**config.mk**
```make
export PLATFORM = sky130hd
export DESIGN_NAME = mem_bus_arbiter
export DESIGN_NICKNAME = d
export VERILOG_FILES = /design/src/rtl/mem_bus_pkg.sv /design/src/rtl/mem_bus_arbiter_timeout.sv /design/src/rtl/mem_bus_arbiter.sv
export SDC_FILE = /design/constraint.sdc
export NUM_CORES = 1
export LEC_CHECK = 0
export BUFFER_PORTS_ARGS = -buffer_cell sky130_fd_sc_hd__buf_4
export CORE_AREA = 2 2 133 103
export CTS_BUF_LIST = sky130_fd_sc_hd__clkbuf_4 sky130_fd_sc_hd__clkbuf_8
export DETAILED_ROUTE_END_ITERATION = 8
export DIE_AREA = 0 0 135 105
export GPL_ROUTABILITY_DRIVEN = 1
export PLACE_DENSITY = 0.8
export SETUP_SLACK_MARGIN = 0.1
export SKIP_LAST_GASP = 1
export SYNTH_ARGS = -nofsm -noshare
export SYNTH_HDL_FRONTEND = slang
export SYNTH_SLANG_ARGS = --single-unit
```
**constraint.sdc**
```tcl
create_clock -name clk -period 1.4 [get_ports clk]
set_input_delay 0.21 -clock clk [delete_from_list [all_inputs] [get_ports clk]]
set_output_delay 0.21 -clock clk [all_outputs]
set_load 0.05 [all_outputs]
```
**src/rtl/mem_bus_pkg.sv**
```systemverilog
// Shared types and constants for the fetch/data memory bus arbiter.
package mem_bus_pkg;

    typedef enum logic [1:0] {
        IDLE,
        BUS_I,
        BUS_D
    } arb_state_t;

    typedef enum logic {
        OWN_I,
        OWN_D
    } owner_t;

    localparam logic [3:0] BYTE_ALL = 4'hF;

endpackage

```
**src/rtl/mem_bus_arbiter_timeout.sv**
```systemverilog
// Stall-cycle counter for a bus transaction; flags the cycle whose edge completes the limit.
module bus_timeout_counter
    import mem_bus_pkg::*;
#(
    parameter int CNT_W = 4
) (
    input  logic             clk,
    input  logic             reset,
    input  logic             clear,
    input  logic             enable,
    input  logic [CNT_W-1:0] limit,
    output logic             expired
);

    logic [CNT_W-1:0] count;

    always_ff @(posedge clk) begin
        if (reset || clear) begin
            count <= '0;
        end else if (enable) begin
            count <= count + CNT_W'(1);
        end
    end

    // High during the stall cycle whose closing edge brings the count to the limit.
    assign expired = enable && (count == limit - CNT_W'(1));

endmodule

```
**src/rtl/mem_bus_arbiter.sv**
```systemverilog
// Arbitrates the fetch (I) and load/store (D) ports onto one Avalon-MM master.
// Build option: define ARB_ROUND_ROBIN_EN for last-owner fairness on simultaneous requests.
module mem_bus_arbiter
    import mem_bus_pkg::*;
#(
    parameter int TIMEOUT_CYCLES = 0,
    parameter int ADDR_W         = 32
) (
    input  logic              clk,
    input  logic              reset,
    input  logic              i_req,
    input  logic [ADDR_W-1:0] i_addr,
    output logic              i_ack,
    output logic [31:0]       i_rdata,
    input  logic              d_req,
    input  logic              d_we,
    input  logic [ADDR_W-1:0] d_addr,
    input  logic [31:0]       d_wdata,
    input  logic [3:0]        d_be,
    output logic              d_ack,
    output logic [31:0]       d_rdata,
    output logic [ADDR_W-1:0] address,
    output logic              read,
    output logic              write,
    output logic [31:0]       writedata,
    output logic [3:0]        byteenable,
    input  logic              waitrequest,
    input  logic [31:0]       readdata,
    output logic              busy,
    output logic              err
);

    arb_state_t        state, state_nx;
    logic [ADDR_W-1:0] address_nx;
    logic [31:0]       writedata_nx, i_rdata_nx, d_rdata_nx;
    logic [3:0]        byteenable_nx;
    logic              read_nx, write_nx, i_ack_nx, d_ack_nx, err_nx;
    logic              i_elig, d_elig, d_wins_tie, pick_d, pick_i, tmo_expired;

    // A port whose ack is showing this cycle is still finishing; ignore its req.
    assign i_elig = i_req && !i_ack;
    assign d_elig = d_req && !d_ack;
    assign pick_d = d_elig && (!i_elig || d_wins_tie);
    assign pick_i = i_elig && !pick_d;
    assign busy   = (state != IDLE);

`ifdef ARB_ROUND_ROBIN_EN
    owner_t last_owner;

    always_ff @(posedge clk) begin
        if (reset) begin
            last_owner <= OWN_I;
        end else if (state == IDLE && pick_d) begin
            last_owner <= OWN_D;
        end else if (state == IDLE && pick_i) begin
            last_owner <= OWN_I;
        end
    end

    assign d_wins_tie = (last_owner == OWN_I);
`else
    assign d_wins_tie = 1'b1;
`endif

    generate
        if (TIMEOUT_CYCLES > 0) begin : g_timeout
            localparam int TMO_W = $clog2(TIMEOUT_CYCLES + 1);
            logic [TMO_W-1:0] limit;
            logic             tmo_clear, tmo_enable;

            assign limit      = TMO_W'(TIMEOUT_CYCLES);
            assign tmo_clear  = (state == IDLE);
            assign tmo_enable = (state != IDLE) && waitrequest;

            bus_timeout_counter #(.CNT_W(TMO_W)) u_timeout (
                .clk     (clk),
                .reset   (reset),
                .clear   (tmo_clear),
                .enable  (tmo_enable),
                .limit   (limit),
                .expired (tmo_expired)
            );
        end else begin : g_no_timeout
            assign tmo_expired = 1'b0;
        end
    endgenerate

    always_comb begin
        state_nx      = state;
        address_nx    = address;
        writedata_nx  = writedata;
        byteenable_nx = byteenable;
        read_nx       = read;
        write_nx      = write;
        i_ack_nx      = 1'b0;
        d_ack_nx      = 1'b0;
        i_rdata_nx    = i_rdata;
        d_rdata_nx    = d_rdata;
        err_nx        = err;

        case (state)
            IDLE: begin
                if (pick_d) begin
                    state_nx      = BUS_D;
                    address_nx    = d_addr;
                    writedata_nx  = d_wdata;
                    byteenable_nx = d_be;
                    read_nx       = !d_we;
                    write_nx      = d_we;
                end else if (pick_i) begin
                    state_nx      = BUS_I;
                    address_nx    = i_addr;
                    byteenable_nx = BYTE_ALL;
                    read_nx       = 1'b1;
                    write_nx      = 1'b0;
                end
            end

            BUS_I, BUS_D: begin
                if (!waitrequest || tmo_expired) begin
                    state_nx = IDLE;
                    read_nx  = 1'b0;
                    write_nx = 1'b0;
                    if (state == BUS_I) begin
                        i_ack_nx = 1'b1;
                    end else begin
                        d_ack_nx = 1'b1;
                    end
                    // An aborted transfer returns the previous word untouched.
                    if (!waitrequest) begin
                        if (state == BUS_I) begin
                            i_rdata_nx = readdata;
                        end else if (read) begin
                            d_rdata_nx = readdata;
                        end
                    end else begin
                        err_nx = 1'b1;
                    end
                end
            end

            default: begin
                state_nx = IDLE;
                read_nx  = 1'b0;
                write_nx = 1'b0;
            end
        endcase
    end

    always_ff @(posedge clk) begin
        if (reset) begin
            state      <= IDLE;
            address    <= '0;
            writedata  <= '0;
            byteenable <= '0;
            read       <= 1'b0;
            write      <= 1'b0;
            i_ack      <= 1'b0;
            d_ack      <= 1'b0;
            i_rdata    <= '0;
            d_rdata    <= '0;
            err        <= 1'b0;
        end else begin
            state      <= state_nx;
            address    <= address_nx;
            writedata  <= writedata_nx;
            byteenable <= byteenable_nx;
            read       <= read_nx;
            write      <= write_nx;
            i_ack      <= i_ack_nx;
            d_ack      <= d_ack_nx;
            i_rdata    <= i_rdata_nx;
            d_rdata    <= d_rdata_nx;
            err        <= err_nx;
        end
    end

endmodule

```
**Yosys cells after proc, flatten, opt, wreduce, memory -nomap -nowiden**

Index checks and enable logic that the tools add are counted.

- Register bits after elaboration: 138
- Input bits: 138
- Output and inout port bits: 138
- Logic and storage cells: 51

- Equal/unequal tests: 4
- Multiplexer cells: 17
- Bitwise operators: 3
- Reduce and logical (&&, ||, !) cells: 17

Operators with widths:

| operator | count |
|---|---|
| two-way mux 32 bit | 2 |
| two-way mux 4 bit | 2 |
| two-way mux 1 bit | 7 |
| two-way mux 2 bit | 3 |
| AND reduction 2 bit | 3 |
| logical NOT 1 bit | 4 |
| one-hot mux 1 bit (2 select lines) | 2 |
| one-hot mux 2 bit (2 select lines) | 1 |
| AND reduction 4 bit | 1 |
| nonzero test 2 bit | 2 |
| logical AND 1 bit | 3 |
| inequality test 3 bit, second input constant | 1 |
| NOT 1 bit | 3 |
| AND reduction 3 bit | 1 |
| OR reduction 3 bit | 1 |
| equality test 2 x 1 -> 1 bit, second input constant | 1 |
| equality test 2 bit, second input constant | 1 |
| logical NOT 2 bit | 1 |
| inequality test 2 bit, second input constant | 1 |
| OR reduction 2 bit | 1 |

**Longest topological paths before layout**

- Depth after elaboration: 7
- Gate-level depth with buffers: 7
- Depth with buffers taken out: 5

**Least setup slack after synthesis**

Ideal clock, no wire load.

- Path type: register to register
- From: register d_ack
- To: register address[10]
- Arrival: 1.459 ns
- Required time: 1.270 ns
- Setup slack: -0.189 ns
- Stages on the path, launching flop included: 6
- Path buffers: 2
- Period minus slack after synthesis: 1.589 ns
- Cells stage by stage: dfxtp_1 -> nand2b_1 -> buf_6 -> clkbuf_4 -> mux2i_1 -> o32ai_1

- Word-level cells in the longest chain between the ends: 6

Ends and longest elaborated chain:

| what | RTL line | text |
|---|---|---|
| start: declaration | mem_bus_arbiter.sv:20 | `output logic d_ack,` |
| start signal: assignment | mem_bus_arbiter.sv:171 | `d_ack <= d_ack_nx;` |
| logical NOT 1 bit * | mem_bus_arbiter.sv:42 | `assign d_elig = d_req && !d_ack;` |
| logical AND 1 bit * | mem_bus_arbiter.sv:42 |  |
| logical NOT 1 bit | mem_bus_arbiter.sv:44 | `assign pick_i = i_elig && !pick_d;` |
| logical AND 1 bit | mem_bus_arbiter.sv:44 |  |
| nonzero test 2 bit (no source line) | -- |  |
| AND reduction 2 bit (no source line) | -- |  |
| end signal: assignment | mem_bus_arbiter.sv:165 | `address <= address_nx;` |
| end: declaration | mem_bus_arbiter.sv:22 | `output logic [ADDR_W-1:0] address,` |

Mark *: on every way between the ends. The rest lies on a longest branch, timed or not.
A chain may end at the register's enable or synchronous reset.

**Worst setup path in the final report**

- From: register state[1]
- To: register d_rdata[6]

- Word-level cells in the longest chain between the ends: 3

Ends and longest elaborated chain:

| what | RTL line | text |
|---|---|---|
| start: declaration | mem_bus_arbiter.sv:33 | `arb_state_t state, state_nx;` |
| start signal: assignment | mem_bus_arbiter.sv:164 | `state <= state_nx;` |
| equality test 2 x 1 -> 1 bit or equality test 2 bit (tied branches) | mem_bus_arbiter.sv:101, mem_bus_arbiter.sv:131 |  |
| OR reduction 2 bit or NOT 1 bit (tied branches) | -- |  |
| AND reduction 4 bit (no source line) * | -- |  |
| end signal: assignment | mem_bus_arbiter.sv:173 | `d_rdata <= d_rdata_nx;` |
| end: declaration | mem_bus_arbiter.sv:21 | `output logic [31:0] d_rdata,` |

Marked as above.

==> flow_summary.json <==
{
  "syn_area_per_cell_sq_um": 8.64,
  "clock_sink_count": 138,
  "core_area_sq_mm": 0.0128,
  "regArea_sq_mm": 0.00277,
  "violations": "negative setup slack",
  "maxSlewViolCount": 0,
  "worstMarginPinSlew_ns": 0.536,
  "diodes": 0,
  "max_slew_margin_pct": 64.3,
  "multi_input_area_sq_mm": 0.00264,
  "synth.distinct_cells": 32,
  "drive_above_1_share_pct": 48.2,
  "std_cell_rows": 36,
  "htreeDepth": 4,
  "cp.arrival_ns": 1.87,
  "grt_max_degree": 97,
  "track_usage_pct": 23.5,
  "nets": 1058,
  "grt_pass1_wl_mm": 26.4,
  "clockRootBuffer": "clkbuf_8",
  "clock_path_buffers": 2,
  "run_status": "finished, violations left",
  "syn-instance-count": 611,
  "final_common_cell": "buf_4",
  "boundaryPins": 276,
  "period_minus_slack_ns": 1.52,
  "setup.worst_path.start_class": "flip-flop",
  "start_util_pct": 41.3,
  "hold_viol": 0,
  "overflow": 0,
  "die_w_um": 135,
  "antenna_found_initial": 0,
  "maxCapViolCount": 0,
  "clk_pin_slew_ns": 0.08,
  "crit_path_end_kind": "flip-flop",
  "vias_per_cell": 5.01,
  "dp_slack_ns": -0.173,
  "fin_tns_setup_ns": -6.82,
  "rsz0062_at_grt": "true",
  "hold_class": "input port to flip-flop",
  "dpl_cell_area_sq_mm": 0.00751,
  "hpwl_mm": 10.5,
  "cp_max_fo": 8,
  "die_area_sq_mm": 0.0142,
  "finalWirelength_mm": 18.5,
  "power.total_mw": 11.8,
  "drt_iter0_markers": 246,
  "finalSetupViolCount": 133,
  "cts_tree": "done",
  "worstSetupPathType": "flip-flop to flip-flop",
  "grt_pass1_vias": 5195,
  "areaGrowthSynthToFinish_pct": 73.7,
  "portBuffers": 274,
  "syn_nets": 752,
  "synth-seq-area-share_pct": 52.3,
  "p_leak_nw": 4.07,
  "nFillCells": 921,
  "via_count": 5515,
  "routedWlPerCell_um": 16.8,
  "drt_first_pass_iters": 6,
  "synth_area_sq_mm": 0.00528,
  "fin_area_sq_mm": 0.00917,
  "ys_warn_count": 0,
  "skew_ns": 0.0106,
  "crit_required_ns": 1.75,
  "power_density_mw_per_mm2": 1280,
  "final_cell_mix": "282 x buf_4, 162 x nand2_1, 133 x dfxtp_1",
  "place_congestion": 0.819,
  "setup_ws_ns": -0.119,
  "fp.dieH_um": 105,
  "ant_nets": 0,
  "drcViolationCount": 0,
  "min_period_over_period_pct": 108,
  "numCtsBuffers": 17,
  "ir_drop_uv": 921,
  "synth_seq_cells": 138,
  "clkLatencyLatePin_ns": 0.42,
  "timing.fmax_mhz": 659
}
critical path: stages (launching register included):
cell and delay [ns]:
dfxtp_2 0.36, inv_4 0.05, ha_4 0.28, and4bb_4 0.35
buf_12 0.17, nand2_1 0.07, a21oi_1 0.15
metrics by stage:
step                      cells  hold slack (ns)  util, %
after floorplan             611            0.278        -
after global placement     1020            0.442     58.7
after detailed placement   1020            0.447     58.7
after CTS                  1083         0.000192     66.8
after global routing       1100          0.00549     71.7
final                      1100           0.0331     71.7
routing by layer:
metal,share of wire (%),track usage [%],up-vias
met5,0,0,-
met4,1.1,6.99,0
met3,8.1,7.71,20
met2,51,40.9,231
met1,40,27.5,2608
li1,-,-,2656
worst paths after layout:
check                          start                         to  slack [ns]  cells after the start
max reg2reg    state[1]$_SDFFE_PP0P_    d_rdata[6]$_SDFFE_PP0P_       -0.12                      6
min                       d_wdata[1]  writedata[1]$_SDFFE_PP0P_        0.03                      3
max            state[1]$_SDFFE_PP0P_    d_rdata[6]$_SDFFE_PP0P_       -0.12                      6
min reg2reg  i_rdata[1]$_SDFFE_PP0P_    i_rdata[1]$_SDFFE_PP0P_        0.46                      2
area by class of cell:
type                            count  area share [%]
Timing Repair Buffer              334            32.5
Sequential cell                   138            30.2
Multi-Input combinational cell    389            28.7
Clock buffer                       18            2.70
Tap cell                          171            2.33
Clock inverter                     13            1.84
Inverter                           37            1.61
synthesized netlist by cell type, drive strengths merged:
cell       n  area, sq um
a211oi     1         7.51
a21o       1         8.76
a21oi     98          502
a31oi      1         6.26
and3b      1         8.76
and4bb     1         12.5
buf       34          216
clkbuf    14         60.1
conb       1         3.75
dfxtp    138         2760
ha         3         37.5
inv       37          139
mux2i     32          320
nand2    196          736
nand2b     3         18.8
nand3      2         10.0
nand3b     1         7.51
nand4bb    1         11.3
nor2b      3         18.8
nor4b      1         8.76
nor4bb     1         10.0
o21ai      1         5.00
o221a      4         45.0
o2bb2ai    2         17.5
o32ai     33          297
or2b       1         7.51
where the power goes:
part | total, mW | switching, mW | internal [mW] | leakage, nW
sequential | 4.42 | 0.183 | 4.24 | 1.13
clock | 3.38 | 1.57 | 1.81 | 0.198
combinational | 3.94 | 2.33 | 1.61 | 2.74
total | 11.8 | 4.08 | 7.67 | 4.07
cell families (layout without fill, tap and decap cells):
group                    count (synthesis)  in the layout  synth area share [%]
adder cells (fa/ha/maj)                  3              3                 0.711
buffers and inverters                   85            402                  7.87
multiplexers                            32             32                  6.07
flip-flops                             138            138                  52.3
other                                    1              1                0.0711
AO/OA/AOI/OAI                          141            142                  16.8
AND/OR/NAND/NOR                        211            211                  16.1
timing repair:
item / 4_1_cts / 5_1_grt
resized for setup: 57 / 76
setup endpoints to repair: 104 / 137
endpoints found under the hold margin: 16 / 1
hold buffers: 15 / 1
pin swaps: 15 / 22
gates cloned: 5 / 9
buffers inserted: 12 / 7
sequential cells by signal (all words and copies together), names as in the netlist:
register    cells
address        32
byteenable      4
writedata      32
d_rdata        32
state           2
d_ack           1
write           1
i_rdata        32
i_ack           1
read            1
(Power assumes the default switching activity.)
